### config.mk
export PLATFORM = sky130hd
export DESIGN_NAME = ysyx_23060124_issue_ctrl
export DESIGN_NICKNAME = d
export VERILOG_FILES = /design/src/rtl/ysyx_23060124_issue_ctrl_pkg.sv /design/src/rtl/ysyx_23060124_issue_ctrl_scoreboard.sv /design/src/rtl/ysyx_23060124_issue_ctrl.sv
export SDC_FILE = /design/constraint.sdc
export NUM_CORES = 1
export LEC_CHECK = 0
export ABC_AREA = 1
export CAP_MARGIN = 40
export CORE_ASPECT_RATIO = 1.2
export CORE_MARGIN = 2
export CORE_UTILIZATION = 50
export CTS_CLUSTER_SIZE = 28
export DETAILED_ROUTE_END_ITERATION = 8
export PLACE_DENSITY_LB_ADDON = 0.25
export SYNTH_ARGS = -nofsm -noshare
export SYNTH_HDL_FRONTEND = slang
export SYNTH_SLANG_ARGS = --single-unit
export TNS_END_PERCENT = 30
### constraint.sdc
create_clock -name i_clk -period 4.4 [get_ports i_clk]
set_input_delay 0.88 -clock i_clk [delete_from_list [all_inputs] [get_ports i_clk]]
set_output_delay 0.88 -clock i_clk [all_outputs]
set_load 0.02 [all_outputs]
### src/rtl/ysyx_23060124_issue_ctrl_pkg.sv
// Shared definitions for the ysyx_23060124 issue controller: FSM state encodings
// and the architectural register count.
package ysyx_23060124_issue_ctrl_pkg;

  localparam int ysyx_23060124_REG_NUM = 32;

  typedef enum logic [1:0] {
    ysyx_23060124_ISSUE_RUN   = 2'd0,
    ysyx_23060124_ISSUE_DRAIN = 2'd1,
    ysyx_23060124_ISSUE_BLOCK = 2'd2
  } issue_state_e;

endpackage

### src/rtl/ysyx_23060124_issue_ctrl_scoreboard.sv
// Per-register pending-writeback bits with same-cycle writeback bypass.
// x0 is never tracked and always reads as not pending.
module ysyx_23060124_scoreboard #(
  parameter int NREG     = 32,
  parameter int REG_ADDR = 5
) (
  input  logic                clk,
  input  logic                rst_n,
  input  logic                set_en,
  input  logic [REG_ADDR-1:0] set_rd,
  input  logic                clr_en,
  input  logic [REG_ADDR-1:0] clr_rd,
  input  logic [REG_ADDR-1:0] rs1,
  input  logic [REG_ADDR-1:0] rs2,
  input  logic [REG_ADDR-1:0] rd,
  output logic [NREG-1:0]     busy,
  output logic                rs1_busy,
  output logic                rs2_busy,
  output logic                rd_busy,
  output logic                any_busy
);

  logic [NREG-1:0] sb_q;
  logic [NREG-1:0] sb_d;
  logic [NREG-1:0] clr_mask;
  logic [NREG-1:0] set_mask;
  logic [NREG-1:0] sb_eff;

  always_comb begin
    clr_mask = '0;
    set_mask = '0;
    if (clr_en && (clr_rd != '0)) clr_mask[clr_rd] = 1'b1;
    if (set_en && (set_rd != '0)) set_mask[set_rd] = 1'b1;
    // A writeback landing this cycle is treated as already complete.
    sb_eff   = sb_q & ~clr_mask;
    // Set is applied after clear so a new owner of the register wins.
    sb_d     = sb_eff | set_mask;
    rs1_busy = (rs1 != '0) & sb_eff[rs1];
    rs2_busy = (rs2 != '0) & sb_eff[rs2];
    rd_busy  = (rd  != '0) & sb_eff[rd];
    any_busy = |sb_eff;
  end

  always_ff @(posedge clk or negedge rst_n) begin
    if (!rst_n) sb_q <= '0;
    else        sb_q <= sb_d;
  end

  assign busy = sb_q;

endmodule

### src/rtl/ysyx_23060124_issue_ctrl.sv
// Decode-to-execute issue controller: RAW/WAW stalls via a scoreboard,
// serialisation of CSR/ecall/mret, and issue blocking until redirects resolve.
module ysyx_23060124_issue_ctrl
  import ysyx_23060124_issue_ctrl_pkg::*;
#(
  parameter int NREG     = ysyx_23060124_REG_NUM,
  parameter int REG_ADDR = 5,
  parameter int CNT_W    = 32
) (
  input  logic                i_clk,
  input  logic                i_rst_n,
  input  logic                i_id_valid,
  output logic                o_id_ready,
  input  logic [REG_ADDR-1:0] i_rs1,
  input  logic [REG_ADDR-1:0] i_rs2,
  input  logic [REG_ADDR-1:0] i_rd,
  input  logic                i_wen,
  input  logic                i_ctrl_xfer,
  input  logic                i_serial,
  output logic                o_ex_valid,
  input  logic                i_ex_ready,
  input  logic                i_wb_valid,
  input  logic [REG_ADDR-1:0] i_wb_rd,
  input  logic                i_resolve_valid,
  input  logic                i_flush,
  output logic [NREG-1:0]     o_busy,
  output logic [CNT_W-1:0]    o_stall_cnt
);

  // Handshake: o_ex_valid is combinational from decode; an instruction moves
  // when o_ex_valid & i_ex_ready (fire), which is also reported as o_id_ready.
  // o_ex_valid only drops without a fire because of i_flush or reset.

  issue_state_e     state_q;
  issue_state_e     state_d;
  logic             en_q;
  logic             en_d;
  logic [CNT_W-1:0] stall_cnt_q;
  logic [CNT_W-1:0] stall_cnt_d;

  logic rs1_busy;
  logic rs2_busy;
  logic rd_busy;
  logic any_busy;
  logic hazard;
  logic allowed;
  logic fire;

  ysyx_23060124_scoreboard #(
    .NREG     (NREG),
    .REG_ADDR (REG_ADDR)
  ) u_scoreboard (
    .clk      (i_clk),
    .rst_n    (i_rst_n),
    .set_en   (fire & i_wen),
    .set_rd   (i_rd),
    .clr_en   (i_wb_valid),
    .clr_rd   (i_wb_rd),
    .rs1      (i_rs1),
    .rs2      (i_rs2),
    .rd       (i_rd),
    .busy     (o_busy),
    .rs1_busy (rs1_busy),
    .rs2_busy (rs2_busy),
    .rd_busy  (rd_busy),
    .any_busy (any_busy)
  );

  assign hazard = rs1_busy | rs2_busy | (i_wen & rd_busy);

  always_ff @(posedge i_clk or negedge i_rst_n) begin
    if (!i_rst_n) begin
      state_q     <= ysyx_23060124_ISSUE_RUN;
      en_q        <= 1'b0;
      stall_cnt_q <= '0;
    end else begin
      state_q     <= state_d;
      en_q        <= en_d;
      stall_cnt_q <= stall_cnt_d;
    end
  end

  always_comb begin
    state_d = state_q;
    if (i_flush) begin
      state_d = ysyx_23060124_ISSUE_RUN;
    end else if (fire) begin
      state_d = i_ctrl_xfer ? ysyx_23060124_ISSUE_BLOCK : ysyx_23060124_ISSUE_RUN;
    end else begin
      case (state_q)
        ysyx_23060124_ISSUE_RUN:
          if (i_id_valid && i_serial && any_busy) state_d = ysyx_23060124_ISSUE_DRAIN;
        ysyx_23060124_ISSUE_DRAIN:
          state_d = ysyx_23060124_ISSUE_DRAIN;
        ysyx_23060124_ISSUE_BLOCK:
          if (i_resolve_valid) state_d = ysyx_23060124_ISSUE_RUN;
        default:
          state_d = ysyx_23060124_ISSUE_RUN;
      endcase
    end
  end

  always_comb begin
    allowed = 1'b0;
    case (state_q)
      ysyx_23060124_ISSUE_RUN:   allowed = !hazard && !(i_serial && any_busy);
      // An empty effective scoreboard also rules out any hazard.
      ysyx_23060124_ISSUE_DRAIN: allowed = !any_busy;
      default:                   allowed = 1'b0;
    endcase
    o_ex_valid = en_q & i_id_valid & allowed & ~i_flush;
    fire       = o_ex_valid & i_ex_ready;
    o_id_ready = fire;
  end

  always_comb begin
    en_d        = 1'b1;
    stall_cnt_d = stall_cnt_q;
    if (i_id_valid && !fire && !i_flush && !(&stall_cnt_q))
      stall_cnt_d = stall_cnt_q + {{(CNT_W-1){1'b0}}, 1'b1};
  end

  assign o_stall_cnt = stall_cnt_q;

endmodule

* Word-level counts from Yosys, hierarchy flattened
Cells that the tools add are included.
** Operators by class
- Add/subtract/negate cells :: 1
- Order comparisons :: 6
- Equal/unequal tests :: 4
- Muxes and demuxes :: 19
- Bitwise logic cells :: 15
- Reductions and logical operators :: 25
** Operators by type and width (number)
- $mux W32 :: 2
- $add A32 B1 Y32 const B :: 1
- $and A32 B32 Y32 :: 1
- $not A32 Y32 :: 1
- $or A32 B32 Y32 :: 1
- $reduce_and A32 Y1 :: 1
- $reduce_or A32 Y1 :: 1
- $lt A5 B6 Y1 const B :: 4
- $reduce_bool A5 Y1 :: 4
- $bmux W1 S5 :: 3
- $logic_and A1 B1 Y1 :: 11
- $demux W1 S5 :: 2
- $ge A5 B1 Y1 const B :: 2
- $mux W2 :: 5
- $and A1 B1 Y1 :: 9
- $ne A4 B4 Y1 const B :: 2
- $logic_not A1 Y1 :: 6
- $pmux W2 S3 :: 1
- $mux W1 :: 5
- $eq A2 B1 Y1 const B :: 1
- $eq A2 B2 Y1 const B :: 1
- $logic_not A2 Y1 :: 1
- $or A1 B1 Y1 :: 2
- $pmux W1 S2 :: 1
- other kinds (2) :: 2
** Word-level totals
- Flip-flop bits (word level) :: 67
- Input bits :: 30
- Word-level logic and storage cells :: 74

* Longest topological paths before layout
Gate-level depths: netlist of the first run.
- Word-level depth :: 22
- Mapped depth :: 22

* Hierarchy
A second synthesis of the first run with hierarchy kept.
** Unflattened totals
- Cells, all modules :: 786
- Area, all modules :: 4963.5 µm²
** By module, submodules not included
- ysyx_23060124_scoreboard :: times used 1, cells each 422, area each 2581.2 µm², seq. area each 800.8 µm²
- ysyx_23060124_issue_ctrl :: times used 1, cells each 364, area each 2382.3 µm², seq. area each 875.8 µm²

* Worst setup path after synthesis of the first run
Ideal clock, no wire load.
- Path kind :: input -> output
- Start :: in i_rs1[0]
- End :: out o_id_ready
- Arrival :: 2.427 ns
- Setup slack :: 1.093 ns
- Stages :: 15
- Path buffers :: 1
- Cells stage by stage :: buf_4 -> clkinv_1 -> nor2_1 -> inv_1 -> a21oi_1 -> nor2_1 -> nand2_1 -> nand3_1 -> nand3_1 -> nand2_1 -> nor2_1 -> nand2_1 -> nand2_2 -> nand3_4 -> inv_1
** On the way
- Longest elaborated chain between the ends :: 11
- Elaborated cells between the ends (all ways) :: 12
- Those cells by class :: 3 x mux; 6 x bitwise; 3 x reduce/logical
** RTL lines
- start: declaration :: line ysyx_23060124_issue_ctrl.sv:14 : input logic [REG_ADDR-1:0] i_rs1,
- $bmux W1 S5 :: line ysyx_23060124_issue_ctrl_scoreboard.sv:38 : rs1_busy = (rs1 != '0) & sb_eff[rs1];
- $mux W1 (implied by the code) :: line ysyx_23060124_issue_ctrl_scoreboard.sv:38
- $and A1 B1 Y1 * :: line ysyx_23060124_issue_ctrl_scoreboard.sv:38
- $or A1 B1 Y1 * (2 in series) :: line ysyx_23060124_issue_ctrl.sv:69 : assign hazard = rs1_busy | rs2_busy | (i_wen & rd_busy);
- $logic_not A1 Y1 * :: line ysyx_23060124_issue_ctrl.sv:106 : ysyx_23060124_ISSUE_RUN: allowed = !hazard && !(i_serial && any_busy);
- $logic_and A1 B1 Y1 * :: line ysyx_23060124_issue_ctrl.sv:106
- $pmux W1 S2 * :: line ysyx_23060124_issue_ctrl.sv:105 : case (state_q)
- $and A1 B1 Y1 * (2 in series) :: line ysyx_23060124_issue_ctrl.sv:111 : o_ex_valid = en_q & i_id_valid & allowed & ~i_flush;
- $and A1 B1 Y1 * :: line ysyx_23060124_issue_ctrl.sv:112 : fire = o_ex_valid & i_ex_ready;
- end: declaration :: line ysyx_23060124_issue_ctrl.sv:13 : output logic o_id_ready,
Mark *: on every way between the ends. The rest lies on a longest branch, timed or not. The select of a mux whose other input is x is not followed.

* Final worst setup path of the first run
- Start :: in i_wb_rd[3]
- End :: out o_id_ready
** On the way
- Longest elaborated chain between the ends :: 18
- Elaborated cells between the ends (all ways) :: 32
- Those cells by class :: 2 x order compare; 10 x mux; 11 x bitwise; 9 x reduce/logical
** RTL lines
- start: declaration :: line ysyx_23060124_issue_ctrl.sv:23 : input logic [REG_ADDR-1:0] i_wb_rd,
- $lt A5 B6 Y1 (implied by the code) or $ge A5 B1 Y1 (tied branches) :: line ysyx_23060124_issue_ctrl_scoreboard.sv:32 : if (clr_en && (clr_rd != '0)) clr_mask[clr_rd] = 1'b1;
- $logic_and A1 B1 Y1 (implied by the code) :: line ysyx_23060124_issue_ctrl_scoreboard.sv:32
- $mux W1 (implied by the code) :: line ysyx_23060124_issue_ctrl_scoreboard.sv:32
- $demux W1 S5
- $mux W32 * :: line ysyx_23060124_issue_ctrl_scoreboard.sv:32
- $not A32 Y32 * :: line ysyx_23060124_issue_ctrl_scoreboard.sv:35 : sb_eff = sb_q & ~clr_mask;
- $and A32 B32 Y32 * :: line ysyx_23060124_issue_ctrl_scoreboard.sv:35
- $bmux W1 S5, on equally long branches :: line ysyx_23060124_issue_ctrl_scoreboard.sv:38, ysyx_23060124_issue_ctrl_scoreboard.sv:39, ysyx_23060124_issue_ctrl_scoreboard.sv:40
- $mux W1, on equally long branches :: line ysyx_23060124_issue_ctrl_scoreboard.sv:38, ysyx_23060124_issue_ctrl_scoreboard.sv:39, ysyx_23060124_issue_ctrl_scoreboard.sv:40
- $and A1 B1 Y1, on equally long branches :: line ysyx_23060124_issue_ctrl_scoreboard.sv:38, ysyx_23060124_issue_ctrl_scoreboard.sv:39, ysyx_23060124_issue_ctrl_scoreboard.sv:40
- $or A1 B1 Y1 or $and A1 B1 Y1 (tied branches) :: line ysyx_23060124_issue_ctrl.sv:69
- $or A1 B1 Y1 :: line ysyx_23060124_issue_ctrl.sv:69
- $logic_not A1 Y1 :: line ysyx_23060124_issue_ctrl.sv:106
- $logic_and A1 B1 Y1 :: line ysyx_23060124_issue_ctrl.sv:106
- $pmux W1 S2 * :: line ysyx_23060124_issue_ctrl.sv:105
- $and A1 B1 Y1 * (2 in series) :: line ysyx_23060124_issue_ctrl.sv:111
- $and A1 B1 Y1 * :: line ysyx_23060124_issue_ctrl.sv:112
Marked as above.

==> impl_metrics.ini, run 1 <==
[synthesis]
synth_area_leader_cell = dfrtp_1
synth-main-ff-cell = dfrtp_1
ys_seq_area_share_pct = 33.7
synthCells = 794
synth.top_cell.area_share_pct = 33.7
synthTopCellsByArea = dfrtp_1 (34%), nand2_1 (22%), nand3_1 (6.7%), nor2_1 (6.5%), nand4_1 (5.5%)
syn_nets = 825
ys_types = 29
synth_common_cells = nand2_1 (294), nor2_1 (86), inv_1 (72)
avgSynthCellArea_um2 = 6.26
synth_most_common_cell = nand2_1
yosysWarnings = 0
synth_enable_flop_cells = 0
synthesis.area_um2 = 4970
ys_ff_latch = 67
async_reset_ff_share_pct = 100

[flow_run]
drv_cap = 0

[sta]
setup_viol = 0
hold-worst-slack_ns = 0.421
post-route-period-util_pct = 96.0
relSlewSlack_pct = 65.1
slew_violations = 0
worst_pin_slew_ns = 0.519
finalHoldViolations = 0
fmax_mhz = 237
min_period_ns = 4.22
clock_skew_ns = 0.00639

[setup_path]
cp.buffers_inverters = 3
worst_ep_arrival_time_ns = 3.34
rrSetupSlack_ns = 1.57
crit_slowest_cell = clkdlybuf4s50_1
cp.required_ns = 3.52
critPathKind = primary input to output port
end_kind = output port
crit_family = simple AND/OR/NAND/NOR gates
cp_cell_sequence = clkdlybuf4s50_1 > nand3_2 > o21ai_0 > nand2_1 > nor2_1 > nand2_1 > nor2_1 > nand2_1 > nand2_1 > nand2_1 > nor2_1 > nand2_1 > nand2_2 > nand3_4 > inv_1 > clkbuf_2
startpoint_type = primary input
critPathMaxFanout = 4
path_common_cell = nand2_1
max_stage_delay_ns = 0.57

[cells_and_area]
syn_to_final_growth_pct = 40.4
final_nets = 990
drive_above_1_share_pct = 12.9
post-route-util_pct = 72.7
diodes = 0

[clock_tree]
clockBufferDepth = 2
cts_buffers = 9
cts_sinks = 67
path_clk_slew_ns = 0.06
hold_buffers = 0
clockRootBuffer = clkbuf_16
clk_latency_ns = 0.34
cts_max_level = 3
cts_tree = yes

[drt]
first_iter_violations = 757
ant_nets = 0
routed_wl_um = 20200
first_pass_iters = 6
num_vias = 6330
wire_per_inst_um = 18.5
vias_per_cell = 5.82
route.detailed.drc = 0

[die]
ios = 96
dieArea_um2 = 10800
rows = 39
die_x_um = 95.0
start_util_pct = 51.7
fp.coreArea_um2 = 9610
die_h_um = 113

[global_routing]
antenna_found_initial = 0
grt.total_usage_pct = 39.8
grt_overflow = 0
grt_pass1_vias = 6316
grt_first_pass_wirelength_um = 32600
grt_start_max_net_pins = 39

[place]
port_buffers = 95
dpl.hpwl_um = 15300
gp_congestion = 1.10

[power]
p_leak_nw = 3.45
peakVddDrop_mv = 0.241
powerDensity_nw_per_um2 = 261
power_w = 0.00182

[min_path]
hold_path_class = primary input to async pin

[status]
outcome = finished clean
per-layer routing:
metal / track usage, % / routed length [µm] / share of wire, %
met1: 43.2 / 6870 / 34
met2: 65.1 / 9720 / 48
met3: 10.1 / 1680 / 8.3
met4: 31.0 / 1900 / 9.4
met5: 0 / 0 / 0
metrics by stage:
stage               setup WS (ns)  cell area [µm²]  instances  setup TNS, ns
global placement           -0.370             6600       1070         -0.704
detailed placement         -0.346             6620       1071         -0.661
global route              -0.0247             6980       1087        -0.0247
floorplan                    1.09             4970        794              0
finish                      0.176             6980       1087              0
CTS                        0.0167             6950       1087              0
report_power, final:
part | internal [W] | switching, W
Combinational | 0.000174 | 0.000241
Sequential | 0.000642 | 0.0000360
Clock | 0.000453 | 0.000276
Total | 0.00127 | 0.000553
state kept, by name, summed over array words and instances, names as in the netlist:
| register | count |
|---|---|
| state_q | 2 |
| o_stall_cnt | 32 |
| en_q | 1 |
| u_scoreboard.busy | 32 |
logic make-up (layout without fill, tap and decap cells):
| family | after synthesis | count (layout) | synth area share, % |
|---|---|---|---|
| AOI/OAI and AO/OA | 76 | 76 | 8.00 |
| adders and majority gates | 1 | 1 | 0.252 |
| other | 1 | 1 | 0.0754 |
| xor gates and xnor gates | 29 | 29 | 5.11 |
| and+or+nand+nor | 520 | 520 | 44.6 |
| DFF | 67 | 67 | 33.7 |
| buffers and inverters | 100 | 270 | 8.23 |
path summary, 6_finish.rpt:
kind / from / end / cells after the start
worst max-delay path: i_wb_rd[3] / o_id_ready / 16
worst min-delay path: i_rst_n / o_stall_cnt[3] / 1
worst max register to register: o_stall_cnt[0] / o_stall_cnt[23] / 12
worst min register to register: u_scoreboard.busy[0] / u_scoreboard.busy[0] / 0
max in group asynchronous: i_rst_n / u_scoreboard.busy[27] / 2
min in group i_clk: u_scoreboard.busy[0] / u_scoreboard.busy[0] / 0
final cells by class:
cell class	instances	area, µm²
Multi-Input combinational cell	627	2960
Sequential cell	67	1680
Inverter	75	282
Tap cell	123	154
Clock inverter	6	65.1
Clock buffer	10	239
Timing Repair Buffer	179	1610
Fill cell	775	2630
worst register-to-register path, delay by kind of cell (launching register included):
kind                       cells  cell delay (ns)
adders and majority gates      1             0.26
buffers and inverters          1             0.32
DFF                            1             0.41
and+or+nand+nor               10             1.77
placed cells by master (no fill, tap or decap), types with 3 or more instances in the layout:
cell	count
a21oi_1	19
buf_12	3
buf_4	81
clkbuf_16	9
clkdlybuf4s50_1	87
dfrtp_1	67
dlymetal6s2s_1	4
inv_1	68
inv_2	5
nand2_1	294
nand3_1	62
nand3_2	6
nand4_1	44
nor2_1	83
nor3_1	14
nor4_1	9
o21ai_0	43
o21ai_1	4
o21ai_2	3
xnor2_1	9
xor2_1	20
timing repair:
action,CTS,global route
endpoints found under the setup margin,2,2
endpoints found under the hold margin,0,0
resized for setup,13,19
buffers inserted,0,0
(Power assumes the default switching activity.)
==> run 2: changes to the inputs <==
- CORE_MARGIN: 2 -> 5
- SKIP_CTS_REPAIR_TIMING: not set -> 1
==> run 2 against run 1 <==
Effect of this change: sequential share of layout area up 0.41 points; global-route usage down 6.2 points; combinational power down 2%; critical endpoint unchanged; via count down 2.7%; final cell count about the same; worst hold slack better by 0.073 ns; design area down 1.7%; sequential power about the same; largest cell class unchanged; count of clock-buffer cells in the layout down 1; flip-flop and latch count unchanged; register-to-register slack worse by 0.22 ns; highest routed layer unchanged.
==> impl_metrics.ini, run 2 (synthesis results as in run 1) <==
[cells_and_area]
final_common_cell = nand2_1
seqCellArea_um2 = 1680
diodes = 0
final_cell_mix = nand2_1 (294), clkdlybuf4s50_1 (89), nor2_1 (84), buf_4 (81), inv_1 (69)
multi_input_area_um2 = 2900
drive_above_1_share_pct = 11.7
syn_to_final_growth_pct = 38.1
final_nets = 988
nFillCells = 874

[drt]
ant_nets = 0
num_vias = 6161
first_pass_iters = 5
first_iter_violations = 504
routed_wl_um = 19600
wire_per_inst_um = 18.1
vias_per_cell = 5.66
route.detailed.drc = 0

[die]
rows = 40
ios = 96
die_h_um = 119
die_x_um = 101
start_util_pct = 50.4
fp.coreArea_um2 = 9860
dieArea_um2 = 12100

[global_routing]
grt.total_usage_pct = 33.6
grt_pass1_vias = 6250
grt_start_max_net_pins = 36
antenna_found_initial = 0
grt_first_pass_wirelength_um = 31400
grt_overflow = 0

[sta]
clock_skew_ns = 0.00508
fmax_mhz = 236
min_period_ns = 4.24
finalHoldViolations = 0
worst_pin_slew_ns = 0.811
relSlewSlack_pct = 46.0
setup_viol = 0
setup_slack_ns = 0.155
slew_violations = 0
post-route-period-util_pct = 96.5

[setup_path]
cp_cell_sequence = clkdlybuf4s50_1 > inv_1 > nand3_1 > buf_4 > o21ai_0 > nand2_1 > nor2_1 > nand2_1 > nor2_1 > nand2_1 > buf_4 > a21oi_1 > buf_4 > nand3_4 > inv_1 > clkbuf_2
rrSetupSlack_ns = 1.35
startpoint_type = primary input
cp_num_cells = 16
rr_worst_depth = 13
crit_slowest_cell = clkdlybuf4s50_1
r2r_end = o_stall_cnt[25]
r2r-start = o_stall_cnt[1]
critPathLaunch = i_wb_rd[0]
critPathKind = primary input to output port
max_stage_delay_ns = 0.49
cp.required_ns = 3.52
end_kind = output port
critPathMaxFanout = 4
crit_end = o_id_ready
worst_ep_arrival_time_ns = 3.36
cp.buffers_inverters = 7
crit_family = buffers and inverters

[clock_tree]
clockBufferDepth = 2
cts_buffers = 9
clk_latency_ns = 0.34
cts_tree = yes
cts_max_level = 3
clockRootBuffer = clkbuf_16
path_clk_slew_ns = 0.06
cts_sinks = 67

[power]
p_leak_nw = 3.40
peakVddDrop_mv = 0.256
powerDensity_nw_per_um2 = 257
power_w = 0.00176

[place]
pre_cts_slack_ns = -0.345
gp_congestion = 1.00
dpl.hpwl_um = 15200
port_buffers = 95

[status]
outcome = finished clean

[min_path]
hold_path_class = flop to flop

[flow_run]
drv_cap = 0
run 2: worst min path at each step:
| stage | slack (ns) | depth (start not counted) | start | endpoint |
|---|---|---|---|---|
| 2_1_floorplan | 0.54 | 2 | state_q[1] | state_q[1] |
| 3_3_place_gp | 0.48 | 0 | u_scoreboard.busy[0] | u_scoreboard.busy[0] |
| 3_5_place_dp | 0.48 | 0 | u_scoreboard.busy[0] | u_scoreboard.busy[0] |
| 4_1_cts | 0.49 | 0 | u_scoreboard.busy[0] | u_scoreboard.busy[0] |
| 5_1_grt | 0.52 | 0 | u_scoreboard.busy[0] | u_scoreboard.busy[0] |
| 6_report | 0.49 | 0 | u_scoreboard.busy[0] | u_scoreboard.busy[0] |
run 2: cell type report:
class,instances,area share (%)
clock buffers,9,3.28
clock inverters,7,0.747
inverters,75,4.10
multi-input cells,627,42.3
flip-flops and latches,67,24.4
well taps,126,2.30
repair buffers,177,22.9
run 2: through the flow:
stage / instances / hold WS [ns] / area [µm²] / utilization (%) / setup TNS (ns)
after floorplan: 794 / 0.543 / 4970 / - / 0
after global placement: 1072 / 0.476 / 6580 / 66.7 / -0.594
after detailed placement: 1072 / 0.481 / 6580 / 66.7 / -0.672
after CTS: 1088 / 0.494 / 6860 / 69.5 / -0.683
after global routing: 1088 / 0.521 / 6870 / 69.6 / -0.00227
final: 1088 / 0.493 / 6870 / 69.6 / 0
run 2: where the power goes:
group	switching [W]	total (W)	internal (W)
registers	0.0000353	0.000677	0.000642
logic	0.000234	0.000405	0.000171
clock network	0.000296	0.000680	0.000384
run 2: layer usage:
layer / share of wire [%] / track usage (%) / wire (µm) / up-vias
met2: 51 / 59.0 / 10100 / 328
li1: - / - / - / 2920
met5: 0 / 0 / 0 / -
met4: 6.7 / 19.7 / 1310 / 0
met3: 7.2 / 6.27 / 1420 / 88
met1: 35 / 36.8 / 6860 / 2825
